===== src/rtl/uart_rx_pkg.sv =====
// Shared constants, state encoding and vote helper for the UART receive path.
package uart_rx_pkg;

    localparam int DEF_DATA_WIDTH = 8;
    localparam int DEF_PRESC_W    = 6;

    // Early and late sample points sit this many CLK cycles either side of mid-bit.
    localparam int SAMPLE_OFFSET  = 1;

    typedef logic [2:0] state_t;

    localparam state_t ST_IDLE   = 3'd0;
    localparam state_t ST_START  = 3'd1;
    localparam state_t ST_DATA   = 3'd2;
    localparam state_t ST_PARITY = 3'd3;
    localparam state_t ST_STOP   = 3'd4;

    function automatic logic majority3(input logic [2:0] s);
        return (s[0] & s[1]) | (s[0] & s[2]) | (s[1] & s[2]);
    endfunction

endpackage


===== src/rtl/uart_rx_bit_sampler.sv =====
// Per-bit timing: edge counter, three-point capture around mid-bit and majority vote.
module uart_rx_bit_sampler
    import uart_rx_pkg::*;
#(
    parameter int PRESC_W = DEF_PRESC_W
)
(
    input  logic               clk_i,
    input  logic               rst_ni,
    input  logic               active_i,
    input  logic [PRESC_W-1:0] prescale_i,
    input  logic               rx_i,
    output logic               rxBit_o,
    output logic               endOfBit_o
);

    logic [PRESC_W-1:0] edgeCnt_q, edgeCnt_d;
    logic [2:0]         samples_q, samples_d;
    logic [PRESC_W-1:0] midPoint;
    logic [PRESC_W-1:0] lastEdge;

    assign midPoint   = prescale_i >> 1;
    assign lastEdge   = prescale_i - PRESC_W'(1);
    assign endOfBit_o = active_i && (edgeCnt_q == lastEdge);
    assign rxBit_o    = majority3(samples_q);

    always_comb begin
        edgeCnt_d = edgeCnt_q;
        samples_d = samples_q;
        if (!active_i) begin
            edgeCnt_d = '0;
        end else begin
            edgeCnt_d = endOfBit_o ? '0 : edgeCnt_q + PRESC_W'(1);
            if (edgeCnt_q == midPoint - PRESC_W'(SAMPLE_OFFSET)) samples_d[0] = rx_i;
            if (edgeCnt_q == midPoint)                           samples_d[1] = rx_i;
            if (edgeCnt_q == midPoint + PRESC_W'(SAMPLE_OFFSET)) samples_d[2] = rx_i;
        end
    end

    always_ff @(posedge clk_i or negedge rst_ni) begin
        if (!rst_ni) begin
            edgeCnt_q <= '0;
            samples_q <= 3'b111;
        end else begin
            edgeCnt_q <= edgeCnt_d;
            samples_q <= samples_d;
        end
    end

endmodule


===== src/rtl/uart_rx_top.sv =====
// UART receiver: frame FSM, LSB-first shift register, parity and stop checks.
module uart_rx_top
    import uart_rx_pkg::*;
#(
    parameter int DATA_WIDTH = DEF_DATA_WIDTH,
    parameter int PRESC_W    = DEF_PRESC_W
)
(
    input  logic                  CLK,
    input  logic                  RST,
    input  logic                  RX_IN,
    input  logic [PRESC_W-1:0]    PRESCALE,
    input  logic                  PAR_EN,
    input  logic                  PAR_TYP,
    output logic [DATA_WIDTH-1:0] P_DATA,
    output logic                  DATA_VALID,
    output logic                  PAR_ERR,
    output logic                  STP_ERR
);

    localparam int BIT_CNT_W = (DATA_WIDTH > 1) ? $clog2(DATA_WIDTH) : 1;

    state_t                 state_q, state_d;
    logic [BIT_CNT_W-1:0]   bitCnt_q, bitCnt_d;
    logic [PRESC_W-1:0]     prescale_q, prescale_d;
    logic                   parEn_q, parEn_d;
    logic                   parTyp_q, parTyp_d;
    logic [DATA_WIDTH-1:0]  shift_q, shift_d;
    logic                   parFail_q, parFail_d;
    logic [DATA_WIDTH-1:0]  pData_q, pData_d;
    logic                   dataValid_q, dataValid_d;
    logic                   parErr_q, parErr_d;
    logic                   stpErr_q, stpErr_d;

    logic                   rxBit;
    logic                   endOfBit;

    uart_rx_bit_sampler #(
        .PRESC_W (PRESC_W)
    ) u_sampler (
        .clk_i      (CLK),
        .rst_ni     (RST),
        .active_i   (state_q != ST_IDLE),
        .prescale_i (prescale_q),
        .rx_i       (RX_IN),
        .rxBit_o    (rxBit),
        .endOfBit_o (endOfBit)
    );

    always_comb begin
        state_d     = state_q;
        bitCnt_d    = bitCnt_q;
        prescale_d  = prescale_q;
        parEn_d     = parEn_q;
        parTyp_d    = parTyp_q;
        shift_d     = shift_q;
        parFail_d   = parFail_q;
        pData_d     = pData_q;
        dataValid_d = 1'b0;
        parErr_d    = 1'b0;
        stpErr_d    = 1'b0;

        case (state_q)
            ST_IDLE: begin
                if (!RX_IN) begin
                    state_d    = ST_START;
                    bitCnt_d   = '0;
                    parFail_d  = 1'b0;
                    prescale_d = PRESCALE;
                    parEn_d    = PAR_EN;
                    parTyp_d   = PAR_TYP;
                end
            end
            ST_START: begin
                if (endOfBit) state_d = rxBit ? ST_IDLE : ST_DATA;
            end
            ST_DATA: begin
                if (endOfBit) begin
                    shift_d = {rxBit, shift_q[DATA_WIDTH-1:1]};
                    if (bitCnt_q == BIT_CNT_W'(DATA_WIDTH - 1)) begin
                        state_d = parEn_q ? ST_PARITY : ST_STOP;
                    end else begin
                        bitCnt_d = bitCnt_q + BIT_CNT_W'(1);
                    end
                end
            end
            ST_PARITY: begin
                if (endOfBit) begin
                    parFail_d = rxBit != ((^shift_q) ^ parTyp_q);
                    state_d   = ST_STOP;
                end
            end
            ST_STOP: begin
                // Errors are reported together; only a clean frame reaches P_DATA.
                if (endOfBit) begin
                    state_d  = ST_IDLE;
                    stpErr_d = !rxBit;
                    parErr_d = parFail_q;
                    if (rxBit && !parFail_q) begin
                        dataValid_d = 1'b1;
                        pData_d     = shift_q;
                    end
                end
            end
            default: state_d = ST_IDLE;
        endcase
    end

    always_ff @(posedge CLK or negedge RST) begin
        if (!RST) begin
            state_q     <= ST_IDLE;
            bitCnt_q    <= '0;
            prescale_q  <= '0;
            parEn_q     <= 1'b0;
            parTyp_q    <= 1'b0;
            shift_q     <= '0;
            parFail_q   <= 1'b0;
            pData_q     <= '0;
            dataValid_q <= 1'b0;
            parErr_q    <= 1'b0;
            stpErr_q    <= 1'b0;
        end else begin
            state_q     <= state_d;
            bitCnt_q    <= bitCnt_d;
            prescale_q  <= prescale_d;
            parEn_q     <= parEn_d;
            parTyp_q    <= parTyp_d;
            shift_q     <= shift_d;
            parFail_q   <= parFail_d;
            pData_q     <= pData_d;
            dataValid_q <= dataValid_d;
            parErr_q    <= parErr_d;
            stpErr_q    <= stpErr_d;
        end
    end

    assign P_DATA     = pData_q;
    assign DATA_VALID = dataValid_q;
    assign PAR_ERR    = parErr_q;
    assign STP_ERR    = stpErr_q;

endmodule


===== config.mk =====
export PLATFORM = sky130hd
export DESIGN_NAME = uart_rx_top
export DESIGN_NICKNAME = d
export VERILOG_FILES = /design/src/rtl/uart_rx_pkg.sv /design/src/rtl/uart_rx_bit_sampler.sv /design/src/rtl/uart_rx_top.sv
export SDC_FILE = /design/constraint.sdc
export NUM_CORES = 1
export LEC_CHECK = 0
export CORE_ASPECT_RATIO = 1.2
export CORE_MARGIN = 4
export CORE_UTILIZATION = 49
export DETAILED_ROUTE_END_ITERATION = 10
export DONT_BUFFER_PORTS = 1
export PLACE_DENSITY = 0.65
export SETUP_SLACK_MARGIN = 0.02
export SLEW_MARGIN = 20
export SYNTH_ARGS = -nofsm -noshare
export SYNTH_HDL_FRONTEND = slang
export SYNTH_SLANG_ARGS = --single-unit
export TNS_END_PERCENT = 5

===== constraint.sdc =====
create_clock -name CLK -period 2.4 [get_ports CLK]
set_clock_uncertainty 0.15 [all_clocks]
set_input_delay 0.24 -clock CLK [delete_from_list [all_inputs] [get_ports CLK]]
set_output_delay 0.24 -clock CLK [all_outputs]
set_load 0.02 [all_outputs]

# Word level (Yosys, flattened, before mapping)
# Index checks and enable logic that the tools add are counted.
[classes]
n_eq_ne = 17
n_reduce_logical = 18
bitwise = 7
muxes = 25
n_addsub = 5
[ops]
columns = ["op", "count"]
rows = [
  ["2-to-1 mux 3 bit", 10],
  ["equality test 6 bit", 3],
  ["case mux 3 bit (5 select lines)", 1],
  ["2-to-1 mux 6 bit", 2],
  ["AND reduction 2 bit", 5],
  ["2-to-1 mux 1 bit", 9],
  ["inequality test 2 x 1 -> 1 bit (second input constant)", 4],
  ["parity 8 bit", 1],
  ["adder 5 x 1 -> 6 bit (second input constant)", 1],
  ["adder 6 x 1 -> 6 bit (second input constant)", 1],
  ["equality test 3 x 2 -> 1 bit (second input constant)", 2],
  ["equality test 3 bit (second input constant)", 2],
  ["equality test 6 x 5 -> 1 bit", 1],
  ["inequality test 2 bit (second input constant)", 3],
  ["case mux 3 bit (2 select lines)", 1],
  ["AND reduction 3 bit", 2],
  ["AND reduction 6 bit", 1],
  ["subtractor 5 x 1 -> 6 bit (second input constant)", 1],
  ["subtractor 6 x 1 -> 6 bit (second input constant)", 1],
  ["AND reduction 4 bit", 1],
  ["nonzero test 2 bit", 2],
  ["adder 3 x 1 -> 3 bit (second input constant)", 1],
  ["AND 1 bit", 3],
  ["equality test 3 x 1 -> 1 bit (second input constant)", 1],
  ["other kinds (10)", 13],
]
[word_totals]
out_inout_bits = 11
elab_cells = 87
reg_bits = 43
in_bits = 11

# Longest topological paths before layout
[logic_depth]
depth_word = 7
ltp_mapped = 9
ltp_nobuf = 7

# Hierarchy
# From an unflattened synthesis, not the netlist that was laid out.
[unflattened]
hier_cells = 212
hier_area_um2 = 2394.8
[modules_own_cells]
columns = ["mod", "instances", "seq_area_each_um2", "area_per_inst_um2", "cells_each"]
rows = [
  ["uart_rx_top", 1, 850.8, 1530.2, 113],
  ["uart_rx_bit_sampler", 1, 229.0, 864.6, 99],
]

# Worst setup path after synthesis
# OpenSTA, ideal clock, no wires.
[synth_path]
kind = "register to register"
start = "register prescale_q[2]"
end = "register pData_q[0], in the netlist P_DATA[0]"
stages_incl_launch_ff = 10
n_path_buf = 2
arrival_ns = 2.196
setup_ns = 0.125
synth_period_minus_slack_ns = 2.471
t_required_ns = 2.125
slack_ns = -0.071
path_cell_list = "dfrtp_1 > buf_6 > inv_1 > ha_1 > a21boi_4 > nand3_2 > a211oi_4 > and3_1 > buf_6 > mux2_4"
[synth_via]
elab_chain_cells = 4
[synth_rtl]
columns = ["element", "line", "rtl"]
rows = [
  ["start: declaration", "uart_rx_top.sv:25", "logic [PRESC_W-1:0] prescale_q, prescale_d;"],
  ["start signal: assignment", "uart_rx_top.sv:125", "prescale_q <= prescale_d;"],
  ["subtractor 6 x 1 -> 6 bit", "uart_rx_bit_sampler.sv:23", "assign lastEdge = prescale_i - PRESC_W'(1);"],
  ["equality test 6 bit", "uart_rx_bit_sampler.sv:24", "assign endOfBit_o = active_i && (edgeCnt_q == lastEdge);"],
  ["logical AND 1 bit", "uart_rx_bit_sampler.sv:24", ""],
  ["AND reduction 3 bit (no source line)", "--", ""],
  ["end signal: assignment", "uart_rx_top.sv:130", "pData_q <= pData_d;"],
  ["end: declaration", "uart_rx_top.sv:30", "logic [DATA_WIDTH-1:0] pData_q, pData_d;"],
]
# No other way between the ends.
# A chain may end at the register's enable or synchronous reset.

# Worst setup path in the final report
[layout_path]
start = "register prescale_q[1]"
end = "register shift_q[1]"
[layout_via]
elab_chain_cells = 4
[layout_rtl]
columns = ["element", "line", "rtl"]
rows = [
  ["subtractor 6 x 1 -> 6 bit", "uart_rx_bit_sampler.sv:23", ""],
  ["equality test 6 bit", "uart_rx_bit_sampler.sv:24", ""],
  ["logical AND 1 bit", "uart_rx_bit_sampler.sv:24", ""],
  ["AND reduction 2 bit (no source line)", "--", ""],
  ["end signal: assignment", "uart_rx_top.sv:128", "shift_q <= shift_d;"],
  ["end: declaration", "uart_rx_top.sv:28", "logic [DATA_WIDTH-1:0] shift_q, shift_d;"],
]
# No other way between the ends.

==> impl_metrics.py <==
metrics = {
    "route": {
        "vias": 1710,
        "drt_pass1_iterations": 4,
        "drcViolationCount": 0,
        "drt_iter0_drc": 119,
        "drt_wl_total_um": 4910,
        "viasPerCell": 5.59,
        "wl_per_cell_um": 16.1,
        "antenna_left": 0,
    },
    "synthesis": {
        "post_synth.cell_area_avg_sq_um": 11.4,
        "synth.largest_area_cell": "dfrtp_1",
        "ys_types": 52,
        "synth_top_area_share": 0.396,
        "synth_enable_flop_cells": 0,
        "yosys_warnings": 0,
        "ys_seq_area_frac": 0.428,
        "async_reset_ff_frac": 1.00,
        "netlist_instances": 222,
        "ys_top_cells_by_area": "dfrtp_1 (40%), xnor2_1 (6.2%), mux2_4 (4.8%)",
        "synth-seq-cells": 43,
        "ys.flop_type": "dfrtp_1",
        "synth.cell_area_sq_um": 2520,
        "syn_nets": 240,
    },
    "placed_design": {
        "place_inst": 287,
        "port_buffers": 0,
        "dp_hpwl_um": 3570,
        "place_congestion": 0.873,
    },
    "timing": {
        "min_period_over_period": 0.956,
        "slew-limit-headroom": 0.713,
        "holdWs_ns": 0.122,
        "finalSetupViolations": 0,
        "hold_violations": 0,
        "tightest_slew_ns": 0.430,
        "min_period_ns": 2.30,
        "maxSlewViolCount": 0,
        "timing.fmax_ghz": 0.436,
        "rsz0062_at_grt": "yes",
        "setup-tns-final_ns": 0,
    },
    "finish": {
        "area.growth.synth_to_final_pct": 15.0,
        "drive_gt1_frac": 0.256,
        "final_nets": 263,
        "n_antenna_cell": 0,
        "final_cells": 306,
        "finish.utilization": 0.584,
    },
    "clocking": {
        "cts_made_buffers": 5,
        "cts_tree": "built",
        "cts.root.buffer_cell": "clkbuf_8",
        "cts.sinks": 43,
        "htreeDepth": 2,
        "clk_pin_slew_ns": 0.08,
        "cts_buffer_depth": 2,
        "clkLatencyLatePin_ns": 0.29,
    },
    "job": {
        "maxCapViolCount": 0,
    },
    "worst_setup_path": {
        "critPathMaxFanout": 8,
        "max_stage_delay_ns": 0.39,
        "path_cells": "inv_2 -> ha_4 -> nor2b_1 -> or3_4 -> a31oi_4 -> buf_4 -> nand3_4 -> mux2_1",
        "cp-start-kind": "flop",
        "required_ns": 2.42,
        "crit_arrival_ns": 2.32,
        "slowest_stage": "dfrtp_1",
        "cp-end-kind": "flop",
        "critPathKind": "flop to flop",
    },
    "floorplan": {
        "initial_core_util": 0.508,
        "io_pins": 22,
        "dieArea_sq_um": 6370,
        "die_x_um": 73.5,
        "die_height_um": 86.6,
        "core_sq_um": 4970,
        "row_count": 28,
    },
    "pwr": {
        "intPower_mw": 2.04,
        "seqPwrFrac": 0.337,
        "peakVddDrop_uv": 582,
        "clkPwrFrac": 0.144,
        "cellLeakagePower_nw": 1.27,
        "swShare": 0.406,
        "comb_power_share": 0.519,
        "p_sw_mw": 1.40,
        "power.density_nw_per_um2": 1190,
    },
    "grt": {
        "grt_pass1_vias": 1762,
        "grt_antenna_before_repair": 0,
        "grt_max_degree": 44,
        "grt_pass1_wl_um": 8710,
        "track_usage": 0.178,
        "overflow": 0,
    },
    "status": {
        "outcome": "finished clean",
    },
    "min_path": {
        "hold_path_class": "primary input to flop",
    },
}
[through the flow]
stage | setup slack (ns) | area (sq um) | power, mW
floorplan | 0.0246 | 2550 | 2.50
global placement | 0.000980 | 2680 | 2.91
detailed placement | 0.0903 | 2680 | 2.91
CTS | 0.0679 | 2900 | 3.45
global route | -0.0159 | 2900 | 3.72
finish | 0.105 | 2900 | 3.44
[power by group through the flow]
| stage | registers, mW | clock network [mW] | logic (mW) |
|---|---|---|---|
| after floorplan | 1.06 | 0 | 1.44 |
| after global routing | 1.19 | 0.550 | 1.98 |
| final | 1.16 | 0.495 | 1.79 |
| after global placement | 1.18 | 0 | 1.73 |
| after detailed placement | 1.17 | 0 | 1.74 |
| after CTS | 1.16 | 0.514 | 1.78 |
[synthesized netlist by cell type, types with 4 or more instances]
cell type,count
mux2_2,8
ha_1,7
xnor2_1,18
nor3_1,8
dfrtp_1,40
mux2_1,8
nor2b_1,5
o21ai_0,5
mux2_4,8
xor2_1,11
nand3_1,8
o211ai_1,5
nand4_1,7
buf_6,4
nor2_1,8
inv_1,4
nand2_1,11
[area by class of cell]
type	instances	area [sq um]
fillers	429	2070
multi-input cells	164	1380
flip-flops and latches	43	1080
repair buffers	27	253
clock buffers	8	100
well taps	60	75.1
inverters	4	15.0
[cell families (layout without fill, tap and decap cells)]
logic type | after synthesis | in the layout | share of synthesized area
buffers and inverters | 15 | 39 | 0.0386
XOR/XNOR | 31 | 31 | 0.113
multiplexers | 25 | 25 | 0.123
adder cells (fa/ha/maj) | 8 | 8 | 0.0387
AO/OA/AOI/OAI | 31 | 31 | 0.100
AND/OR/NAND/NOR | 69 | 69 | 0.159
flip-flops | 43 | 43 | 0.428
[critical path: cells and delay by family, from the launching register on]
family                     cells  cell delay, ns
DFF                            1            0.39
AOI/OAI and AO/OA              1            0.20
adders and majority gates      1            0.17
and+or+nand+nor                3            0.64
buffers and inverters          2            0.28
muxes                          1            0.35
[per-layer routing]
metal	GRT usage	share of wire	up-vias
li1	-	-	833
met1	0.227	0.45	849
met2	0.293	0.51	23
met3	0.0394	0.030	5
met4	0.0643	0.016	0
met5	0	0	-
[path summary, 6_finish.rpt]
| kind | startpoint | end | slack (ns) | cells past startpoint |
|---|---|---|---|---|
| max | prescale_q[1] | shift_q[1] | 0.10 | 8 |
| min | RX_IN | state_q[0] | 0.12 | 3 |
| max reg2reg | prescale_q[1] | shift_q[1] | 0.10 | 8 |
| min reg2reg | parEn_q | parEn_q | 0.38 | 1 |
| max in group asynchronous | RST | u_sampler.samples_q[2] | 1.57 | 2 |
| min in group asynchronous | RST | prescale_q[0] | 0.26 | 2 |
[flip-flops by register name, indices dropped and copies added, names as in the netlist]
signal               flops
DATA_VALID               1
PAR_ERR                  1
P_DATA                   8
STP_ERR                  1
bitCnt_q                 3
parEn_q                  1
parFail_q                1
parTyp_q                 1
prescale_q               6
shift_q                  8
state_q                  3
u_sampler.edgeCnt_q      6
u_sampler.samples_q      3
[cell usage in the layout (no fill, tap or decap), drive strengths merged, types with 4 or more instances in the layout]
cell type / Yosys / final
nand3: 11 / 11
dfrtp: 40 / 40
o211ai: 5 / 5
o21ai: 6 / 6
nand4: 7 / 7
dlygate4sd3: 0 / 10
nor3: 8 / 8
a31oi: 4 / 4
nor2b: 5 / 5
mux2: 24 / 24
clkbuf: 1 / 8
nand2: 11 / 11
inv: 4 / 4
ha: 7 / 7
nor2: 9 / 9
buf: 10 / 17
xnor2: 19 / 19
xor2: 12 / 12
[what timing repair did]
| action | 4_1_cts | 5_1_grt |
|---|---|---|
| hold buffers | 11 | 0 |
| buffers inserted | 0 | 0 |
| endpoints found under the setup margin | 0 | 18 |
| endpoints found under the hold margin | 54 | 0 |
| resized for setup | 0 | 2 |
Note: power is estimated with default switching activity, not from simulation.
